$ cat src/rtl/conv_kxk_mac_pipe_pkg.sv
// conv_pkg: shared types and helpers for the KxK convolution MAC and the
// layers that reuse its requantiser.
//   DEF_*        default configuration of the conv layer
//   PROD_W/SUM_W/CNT_W  derived widths for the default configuration
//   calc_*       same derivations for arbitrary parameter sets
//   window_t     packed KxK window/weight vector (default configuration)
//   sat_signed   clamp a signed value to a signed range of 'width' bits
package conv_pkg;

  localparam int unsigned DEF_DATA_WIDTH = 8;
  localparam int unsigned DEF_K          = 3;
  localparam int unsigned DEF_CIN        = 4;
  localparam int unsigned DEF_ACC_WIDTH  = 32;
  localparam int unsigned DEF_OUT_WIDTH  = 8;

  localparam int unsigned PROD_W = 2 * DEF_DATA_WIDTH;
  localparam int unsigned SUM_W  = PROD_W + $clog2(DEF_K * DEF_K);
  localparam int unsigned CNT_W  = (DEF_CIN > 1) ? $clog2(DEF_CIN) : 1;

  typedef logic [DEF_K*DEF_K*DEF_DATA_WIDTH-1:0] window_t;

  function automatic int unsigned calc_sum_w(input int unsigned dw, input int unsigned k);
    return 2 * dw + $clog2(k * k);
  endfunction

  function automatic int unsigned calc_cnt_w(input int unsigned cin);
    return (cin > 1) ? $clog2(cin) : 1;
  endfunction

  function automatic logic signed [63:0] sat_signed(input logic signed [63:0] value,
                                                    input int unsigned width);
    logic signed [63:0] hi;
    logic signed [63:0] lo;
    hi = (64'sd1 <<< (width - 1)) - 64'sd1;
    lo = -hi - 64'sd1;
    if (value > hi) begin
      return hi;
    end else if (value < lo) begin
      return lo;
    end
    return value;
  endfunction

endpackage

$ cat src/rtl/conv_kxk_mac_pipe_requant.sv
// conv_requant: combinational requantiser (bias add, round-half-up shift,
// optional ReLU, signed saturation). The caller registers the outputs.
//   acc      in   ACC_WIDTH  signed accumulator
//   bias     in   ACC_WIDTH  signed bias
//   shift    in   5          arithmetic right shift, 0 = none
//   relu_en  in   1          clamp negatives to zero
//   sum      out  ACC_WIDTH  acc + bias, wraps at ACC_WIDTH, before shift
//   q        out  OUT_WIDTH  requantised, saturated result
module conv_requant
  import conv_pkg::*;
#(
  parameter int unsigned ACC_WIDTH = 32,
  parameter int unsigned OUT_WIDTH = 8
) (
  input  logic signed [ACC_WIDTH-1:0] acc,
  input  logic signed [ACC_WIDTH-1:0] bias,
  input  logic        [4:0]           shift,
  input  logic                        relu_en,
  output logic signed [ACC_WIDTH-1:0] sum,
  output logic signed [OUT_WIDTH-1:0] q
);

  logic signed [63:0] t;

  always_comb begin
    sum = acc + bias;
    // 64-bit working value leaves headroom for the rounding increment
    t = 64'(sum);
    if (shift != '0) begin
      t = (t + (64'sd1 <<< (shift - 5'd1))) >>> shift;
    end
    if (relu_en && (t < 0)) begin
      t = '0;
    end
    q = OUT_WIDTH'(sat_signed(t, OUT_WIDTH));
  end

endmodule

$ cat src/rtl/conv_kxk_mac_pipe.sv
// conv_kxk_mac_pipe: 4-stage pipelined KxK convolution MAC. Accumulates CIN
// beats (one per input channel) into one output pixel, then requantises.
//   clk, rst_n             clock, asynchronous active-low reset
//   in_valid/in_ready      input handshake; in_ready = !out_valid || out_ready
//   data_in/weight_in      KxK window and weights, element i at [i*DW +: DW]
//   bias/shift/relu_en     group parameters, taken with the first beat
//   out_valid/out_ready    output handshake, result held until accepted
//   out_data               requantised saturated result
//   out_acc                acc + bias before rounding/shift
//   busy                   partial group or any stage occupied
module conv_kxk_mac_pipe
  import conv_pkg::*;
#(
  parameter int unsigned DATA_WIDTH = 8,
  parameter int unsigned K          = 3,
  parameter int unsigned CIN        = 4,
  parameter int unsigned ACC_WIDTH  = 32,
  parameter int unsigned OUT_WIDTH  = 8
) (
  input  logic                             clk,
  input  logic                             rst_n,
  input  logic                             in_valid,
  output logic                             in_ready,
  input  logic        [K*K*DATA_WIDTH-1:0] data_in,
  input  logic        [K*K*DATA_WIDTH-1:0] weight_in,
  input  logic signed [ACC_WIDTH-1:0]      bias,
  input  logic        [4:0]                shift,
  input  logic                             relu_en,
  output logic                             out_valid,
  input  logic                             out_ready,
  output logic signed [OUT_WIDTH-1:0]      out_data,
  output logic signed [ACC_WIDTH-1:0]      out_acc,
  output logic                             busy
);

  localparam int unsigned NTAP      = K * K;
  localparam int unsigned PROD_BITS = 2 * DATA_WIDTH;
  localparam int unsigned SUM_BITS  = calc_sum_w(DATA_WIDTH, K);
  localparam int unsigned CNT_BITS  = calc_cnt_w(CIN);
  localparam logic [CNT_BITS-1:0] CNT_LAST = CNT_BITS'(CIN - 1);

  if (ACC_WIDTH < PROD_BITS + $clog2(NTAP * CIN)) begin : g_acc_width_check
    $error("conv_kxk_mac_pipe: ACC_WIDTH too narrow for K*K*CIN products");
  end
  if (ACC_WIDTH > 62) begin : g_acc_width_max
    $error("conv_kxk_mac_pipe: ACC_WIDTH above 62 not supported by requant");
  end

  logic en;

  // S1
  logic                        s1_valid_q, s1_valid_d;
  logic signed [PROD_BITS-1:0] s1_prod_q [NTAP];
  logic signed [PROD_BITS-1:0] s1_prod_d [NTAP];
  logic signed [PROD_BITS-1:0] prod      [NTAP];
  logic signed [ACC_WIDTH-1:0] s1_bias_q, s1_bias_d;
  logic        [4:0]           s1_shift_q, s1_shift_d;
  logic                        s1_relu_q, s1_relu_d;

  // S2
  logic                        s2_valid_q, s2_valid_d;
  logic signed [ACC_WIDTH-1:0] s2_sum_q, s2_sum_d;
  logic signed [ACC_WIDTH-1:0] s2_bias_q, s2_bias_d;
  logic        [4:0]           s2_shift_q, s2_shift_d;
  logic                        s2_relu_q, s2_relu_d;
  logic signed [SUM_BITS-1:0]  tree;

  // S3
  logic                        s3_valid_q, s3_valid_d;
  logic        [CNT_BITS-1:0]  cnt_q, cnt_d;
  logic signed [ACC_WIDTH-1:0] acc_q, acc_d;
  logic signed [ACC_WIDTH-1:0] g_bias_q, g_bias_d;
  logic        [4:0]           g_shift_q, g_shift_d;
  logic                        g_relu_q, g_relu_d;

  // S4
  logic                        out_valid_q, out_valid_d;
  logic signed [OUT_WIDTH-1:0] out_data_q, out_data_d;
  logic signed [ACC_WIDTH-1:0] out_acc_q, out_acc_d;
  logic signed [ACC_WIDTH-1:0] rq_sum;
  logic signed [OUT_WIDTH-1:0] rq_q;

  assign en       = !out_valid_q || out_ready;
  assign in_ready = en;

  for (genvar g = 0; g < NTAP; g++) begin : g_mul
    assign prod[g] = PROD_BITS'($signed(data_in[g*DATA_WIDTH +: DATA_WIDTH]))
                   * PROD_BITS'($signed(weight_in[g*DATA_WIDTH +: DATA_WIDTH]));
  end

  // Every beat carries the parameters live at its acceptance; S3 keeps only
  // those of the first beat, so mid-group changes never reach the result.
  always_comb begin
    s1_valid_d = s1_valid_q;
    s1_prod_d  = s1_prod_q;
    s1_bias_d  = s1_bias_q;
    s1_shift_d = s1_shift_q;
    s1_relu_d  = s1_relu_q;
    if (en) begin
      s1_valid_d = in_valid;
      if (in_valid) begin
        s1_prod_d  = prod;
        s1_bias_d  = bias;
        s1_shift_d = shift;
        s1_relu_d  = relu_en;
      end
    end
  end

  always_comb begin
    tree = '0;
    for (int unsigned i = 0; i < NTAP; i++) begin
      tree = tree + SUM_BITS'(s1_prod_q[i]);
    end
  end

  always_comb begin
    s2_valid_d = s2_valid_q;
    s2_sum_d   = s2_sum_q;
    s2_bias_d  = s2_bias_q;
    s2_shift_d = s2_shift_q;
    s2_relu_d  = s2_relu_q;
    if (en) begin
      s2_valid_d = s1_valid_q;
      if (s1_valid_q) begin
        s2_sum_d   = ACC_WIDTH'(tree);
        s2_bias_d  = s1_bias_q;
        s2_shift_d = s1_shift_q;
        s2_relu_d  = s1_relu_q;
      end
    end
  end

  always_comb begin
    s3_valid_d = s3_valid_q;
    cnt_d      = cnt_q;
    acc_d      = acc_q;
    g_bias_d   = g_bias_q;
    g_shift_d  = g_shift_q;
    g_relu_d   = g_relu_q;
    if (en) begin
      s3_valid_d = 1'b0;
      if (s2_valid_q) begin
        if (cnt_q == '0) begin
          acc_d     = s2_sum_q;
          g_bias_d  = s2_bias_q;
          g_shift_d = s2_shift_q;
          g_relu_d  = s2_relu_q;
        end else begin
          acc_d = acc_q + s2_sum_q;
        end
        if (cnt_q == CNT_LAST) begin
          cnt_d      = '0;
          s3_valid_d = 1'b1;
        end else begin
          cnt_d = cnt_q + CNT_BITS'(1);
        end
      end
    end
  end

  conv_requant #(
    .ACC_WIDTH(ACC_WIDTH),
    .OUT_WIDTH(OUT_WIDTH)
  ) u_requant (
    .acc    (acc_q),
    .bias   (g_bias_q),
    .shift  (g_shift_q),
    .relu_en(g_relu_q),
    .sum    (rq_sum),
    .q      (rq_q)
  );

  // S3 may start the next group on the same edge S4 captures this one; S4
  // samples acc/group params before they are overwritten.
  always_comb begin
    out_valid_d = out_valid_q;
    out_data_d  = out_data_q;
    out_acc_d   = out_acc_q;
    if (en) begin
      out_valid_d = s3_valid_q;
      if (s3_valid_q) begin
        out_data_d = rq_q;
        out_acc_d  = rq_sum;
      end
    end
  end

  always_ff @(posedge clk or negedge rst_n) begin
    if (!rst_n) begin
      s1_valid_q  <= 1'b0;
      s1_prod_q   <= '{default: '0};
      s1_bias_q   <= '0;
      s1_shift_q  <= '0;
      s1_relu_q   <= 1'b0;
      s2_valid_q  <= 1'b0;
      s2_sum_q    <= '0;
      s2_bias_q   <= '0;
      s2_shift_q  <= '0;
      s2_relu_q   <= 1'b0;
      s3_valid_q  <= 1'b0;
      cnt_q       <= '0;
      acc_q       <= '0;
      g_bias_q    <= '0;
      g_shift_q   <= '0;
      g_relu_q    <= 1'b0;
      out_valid_q <= 1'b0;
      out_data_q  <= '0;
      out_acc_q   <= '0;
    end else begin
      s1_valid_q  <= s1_valid_d;
      s1_prod_q   <= s1_prod_d;
      s1_bias_q   <= s1_bias_d;
      s1_shift_q  <= s1_shift_d;
      s1_relu_q   <= s1_relu_d;
      s2_valid_q  <= s2_valid_d;
      s2_sum_q    <= s2_sum_d;
      s2_bias_q   <= s2_bias_d;
      s2_shift_q  <= s2_shift_d;
      s2_relu_q   <= s2_relu_d;
      s3_valid_q  <= s3_valid_d;
      cnt_q       <= cnt_d;
      acc_q       <= acc_d;
      g_bias_q    <= g_bias_d;
      g_shift_q   <= g_shift_d;
      g_relu_q    <= g_relu_d;
      out_valid_q <= out_valid_d;
      out_data_q  <= out_data_d;
      out_acc_q   <= out_acc_d;
    end
  end

  assign out_valid = out_valid_q;
  assign out_data  = out_data_q;
  assign out_acc   = out_acc_q;
  assign busy      = s1_valid_q || s2_valid_q || s3_valid_q || out_valid_q || (cnt_q != '0);

endmodule

$ cat config.mk
export PLATFORM = sky130hd
export DESIGN_NAME = conv_kxk_mac_pipe
export DESIGN_NICKNAME = d
export VERILOG_FILES = /design/src/rtl/conv_kxk_mac_pipe_pkg.sv /design/src/rtl/conv_kxk_mac_pipe_requant.sv /design/src/rtl/conv_kxk_mac_pipe.sv
export SDC_FILE = /design/constraint.sdc
export NUM_CORES = 2
export LEC_CHECK = 0
export BUFFER_PORTS_ARGS = -buffer_cell sky130_fd_sc_hd__buf_2
export CAP_MARGIN = 15
export CELL_PAD_IN_SITES_DETAIL_PLACEMENT = 0
export CELL_PAD_IN_SITES_GLOBAL_PLACEMENT = 1
export CORE_MARGIN = 10
export CORE_UTILIZATION = 54
export DETAILED_ROUTE_END_ITERATION = 8
export GPL_TIMING_DRIVEN = 0
export MAX_ROUTING_LAYER = met4
export PLACE_DENSITY_LB_ADDON = 0.1
export REMOVE_ABC_BUFFERS = 1
export SYNTH_ARGS = -nofsm -noshare
export SYNTH_HDL_FRONTEND = slang
export SYNTH_SLANG_ARGS = --single-unit
$ cat constraint.sdc
create_clock -name clk -period 19.46 [get_ports clk]
set_clock_uncertainty 0.1 [all_clocks]
set_input_delay 0 -clock clk [delete_from_list [all_inputs] [get_ports clk]]
set_output_delay 0 -clock clk [all_outputs]
set_load 0.03 [all_outputs]
==> results.md <==
- Status: complete, but fails checks
- Failing checks: hold timing
- Die Wd: 316 um
- Hpwl dp: 109000 um
- Layout Nets: between 6000 and 7000
- Post-synth EDFFs: 0
- CTS Hold Bufs: a little over 100
- Port bufs: 228
- Cell count after placement: 6348
- Multi-input logic area: 0.0354 mm^2
- CTS Root Cell: clkbuf_16
- CTS tree: built
- CTS resizes: 0
- Sequential share of the synthesized area: a little under a fifth
- Iter 0 DRT Violations: 2309
- Setup TNS: 0 ns
- Reg2reg end: out_data[5]
- Antenna Nets Post-Route: 0
- Fmax: 86.3 MHz
- Total Wirelength: 133000 um
- Min-Delay Path Class: input port to register
- Worst Hold Depth: 3
- Flops & latches, synth: between 300 and 400
- Number of global-route vias before repair: 38900
- GRT Total Usage: 27.8%
- Distinct cell type count after synthesis: around 110
- Synthesized instance count: 5109
- Final Slew Violations: 0
- Final worst path period share: 59.6%
- P&R area growth vs syn: 10.5%
- Residual DRC count: 0
- Final Hold Vio Count: 2
- Initial DRT Pass Iterations: 9
- GR Overflow Total: 0
- Slew headroom: a little over a fifth
- Worst Max-Slew Pin Slew: about 1.2 ns
- Post-CTS setup buffer count: 0
- Largest net degree at the start of global routing: between 100 and 150
- Area of the mapped netlist: between 0.04 and 0.05 mm^2
- Post-synth top flop: dfrtp_1
- Synth top area cells: fa_1, dfrtp_1, ha_1
- Avg Inst Size Synth: approximately 9.3 um^2
- Area leader, netlist: fa_1
- Asr flop ratio synth: between 90% and 100%
- Crit path buf inv count: 2
- Die height: between 300 and 400 um
- Reg clk slew, reported paths: about 0.060 ns
- Final worst path period need: 11.59 ns
- Worst Path Arrival: between 10 and 15 ns
- Initial Utilization: 54.6%
- Max stage delay on crit path: 1.10 ns
- Flop2flop setup slack: around 8 ns
- Num CTS Buffers: 43
- Endpoints failing setup: 0
- Final hold slack: -0.0124 ns
- Area share of the largest cell type after synthesis: between 20% and 30%
- CP max FO: 75
- Setup CP Type: register to register
- FF+latch area: 0.00892 mm^2
- Placer Congestion: just under 1
- Vias: roughly 37000
- Max_cap viols: 0
- Crit-path leading delay family: simple AND/OR/NAND/NOR gates
- Worst r2r path cells: 29
- Slowest cell on crit path: nand2_1
- H-tree depth: 2
- Drt wl/cell: between 20 and 25 um
- Final Non-Filler Cells: about 6500
- Initial antenna violation count: 1
- Most frequent cells after synthesis: inv_1, fa_1, nand2_1
- Synthesis Warnings: 0
- Worst skew pair latency: 0.61 ns
- DR vias/cell: about 5.7
- Hold Path End: s1_relu_q
- Core Box Area: about 0.087 mm^2
- Die Area: ~0.10 mm^2
- Maximum clock path buffer count: 3
- Num ports: between 200 and 250
- Worst setup SP type: register
- Share of cells above drive strength 1: between 10% and 20%
- FF-to-FF Start: g_shift_q[1]
- Hold Crit Start: in_valid
- First-pass GRT wire length: 216000 um
- RSZ-0062 raised after global routing: no
- FP Rows: around 110
- Most instantiated library cell after synthesis: inv_1
- Fillers: 7707
- Clock Sink Count: 356
- CP Capture Type: register
- Worst path required time: approximately 20 ns
-- how the worst max path moves through the flow --
stage	startpoint	endpoint	slack (ns)	depth (start not counted)
after detailed placement	g_shift_q[1]	out_data[5]	8.23	29
final	g_shift_q[1]	out_data[5]	7.87	29
after global routing	g_shift_q[1]	out_data[5]	7.53	29
after CTS	g_shift_q[1]	out_data[5]	8.21	29
after floorplan	g_shift_q[1]	out_data[6]	9.92	29
after global placement	g_shift_q[1]	out_data[1]	5.09	29
-- through the flow --
stage	util, %	instance area [um^2]	hold slack [ns]	setup WS (ns)
final	60.3	52400	-0.0124	7.87
after floorplan	-	46800	-0.396	9.92
after CTS	60.3	52400	0.000616	8.21
after global placement	56.8	49300	0.132	5.09
after global routing	60.3	52400	0.0317	7.53
after detailed placement	57.3	49800	-0.112	8.23
-- cell type report --
cell class | instances | share of cell area [%]
clock buffer | 53 | 2.24
tap | 1155 | 2.76
sequential | 356 | 17.0
multi-input combinational | 3936 | 67.6
clock inverter | 26 | 0.642
inverter | 652 | 4.67
timing repair buffer | 351 | 5.01
antenna | 2 | 0.00955
-- layout by cell type (no fill, tap or decap), types with 26 or more instances in the layout --
master         netlist  final
nand3_1             66     65
xor2_1              46     46
dlygate4sd3_1        0    101
nor3_1              74     74
inv_1              648    647
a21oi_1            225    225
fa_1               613    613
dfrtp_1            356    352
o21a_1              26     26
nand2b_1            84     84
mux2_2             170    170
ha_1               359    358
clkbuf_16            0     44
o21bai_1            65     65
a21o_1              57     57
a211oi_1            39     39
o21ai_0            300    300
and2_1             349    348
buf_2               13    228
xnor2_1            204    204
o211ai_1            34     34
nand2_1            548    544
mux2i_1             30     30
nor2_1             230    230
-- worst reg2reg max path, delay by kind of cell (launching register included) --
family | cells | cell delay (ns)
AND/OR/NAND/NOR | 11 | 4.28
AO/OA/AOI/OAI | 13 | 4.01
buffers and inverters | 2 | 1.04
adder cells (fa/ha/maj) | 3 | 1.03
flip-flops | 1 | 0.97
-- kinds of logic (layout without fill, tap and decap cells) --
family,count (synthesis),in the layout,synth area share [%]
AOI/OAI and AO/OA,1006,1006,13.9
xor gates and xnor gates,254,254,4.82
adders and majority gates,974,974,35.4
buffers and inverters,817,1082,6.54
DFF,356,356,18.8
muxes,208,208,5.05
other,0,2,0
and+or+nand+nor,1494,1494,15.5
-- sequential cells by signal, summed over array words and instances (netlist names) --
register    cells
s2_shift_q      5
cnt_q           2
g_shift_q       5
s2_sum_q       20
s1_valid_q      1
s1_relu_q       1
s2_valid_q      1
s2_bias_q      32
out_data        8
s1_shift_q      5
s1_bias_q      32
acc_q          32
out_valid       1
s2_relu_q       1
s3_valid_q      1
g_bias_q       32
s1_prod_q     144
g_relu_q        1
out_acc        32
-- metal layers --
layer	GRT usage (%)	part of all wire, %	vias to the layer above
li1	-	-	17500
met5	-	0	-
met3	2.43	3.5	273
met1	32.9	40	18600
met4	11.4	4.5	0
met2	48.7	52	809
Power is not shown: default switching activity piles up to over one toggle a cycle in this logic, so the estimate is an artifact.
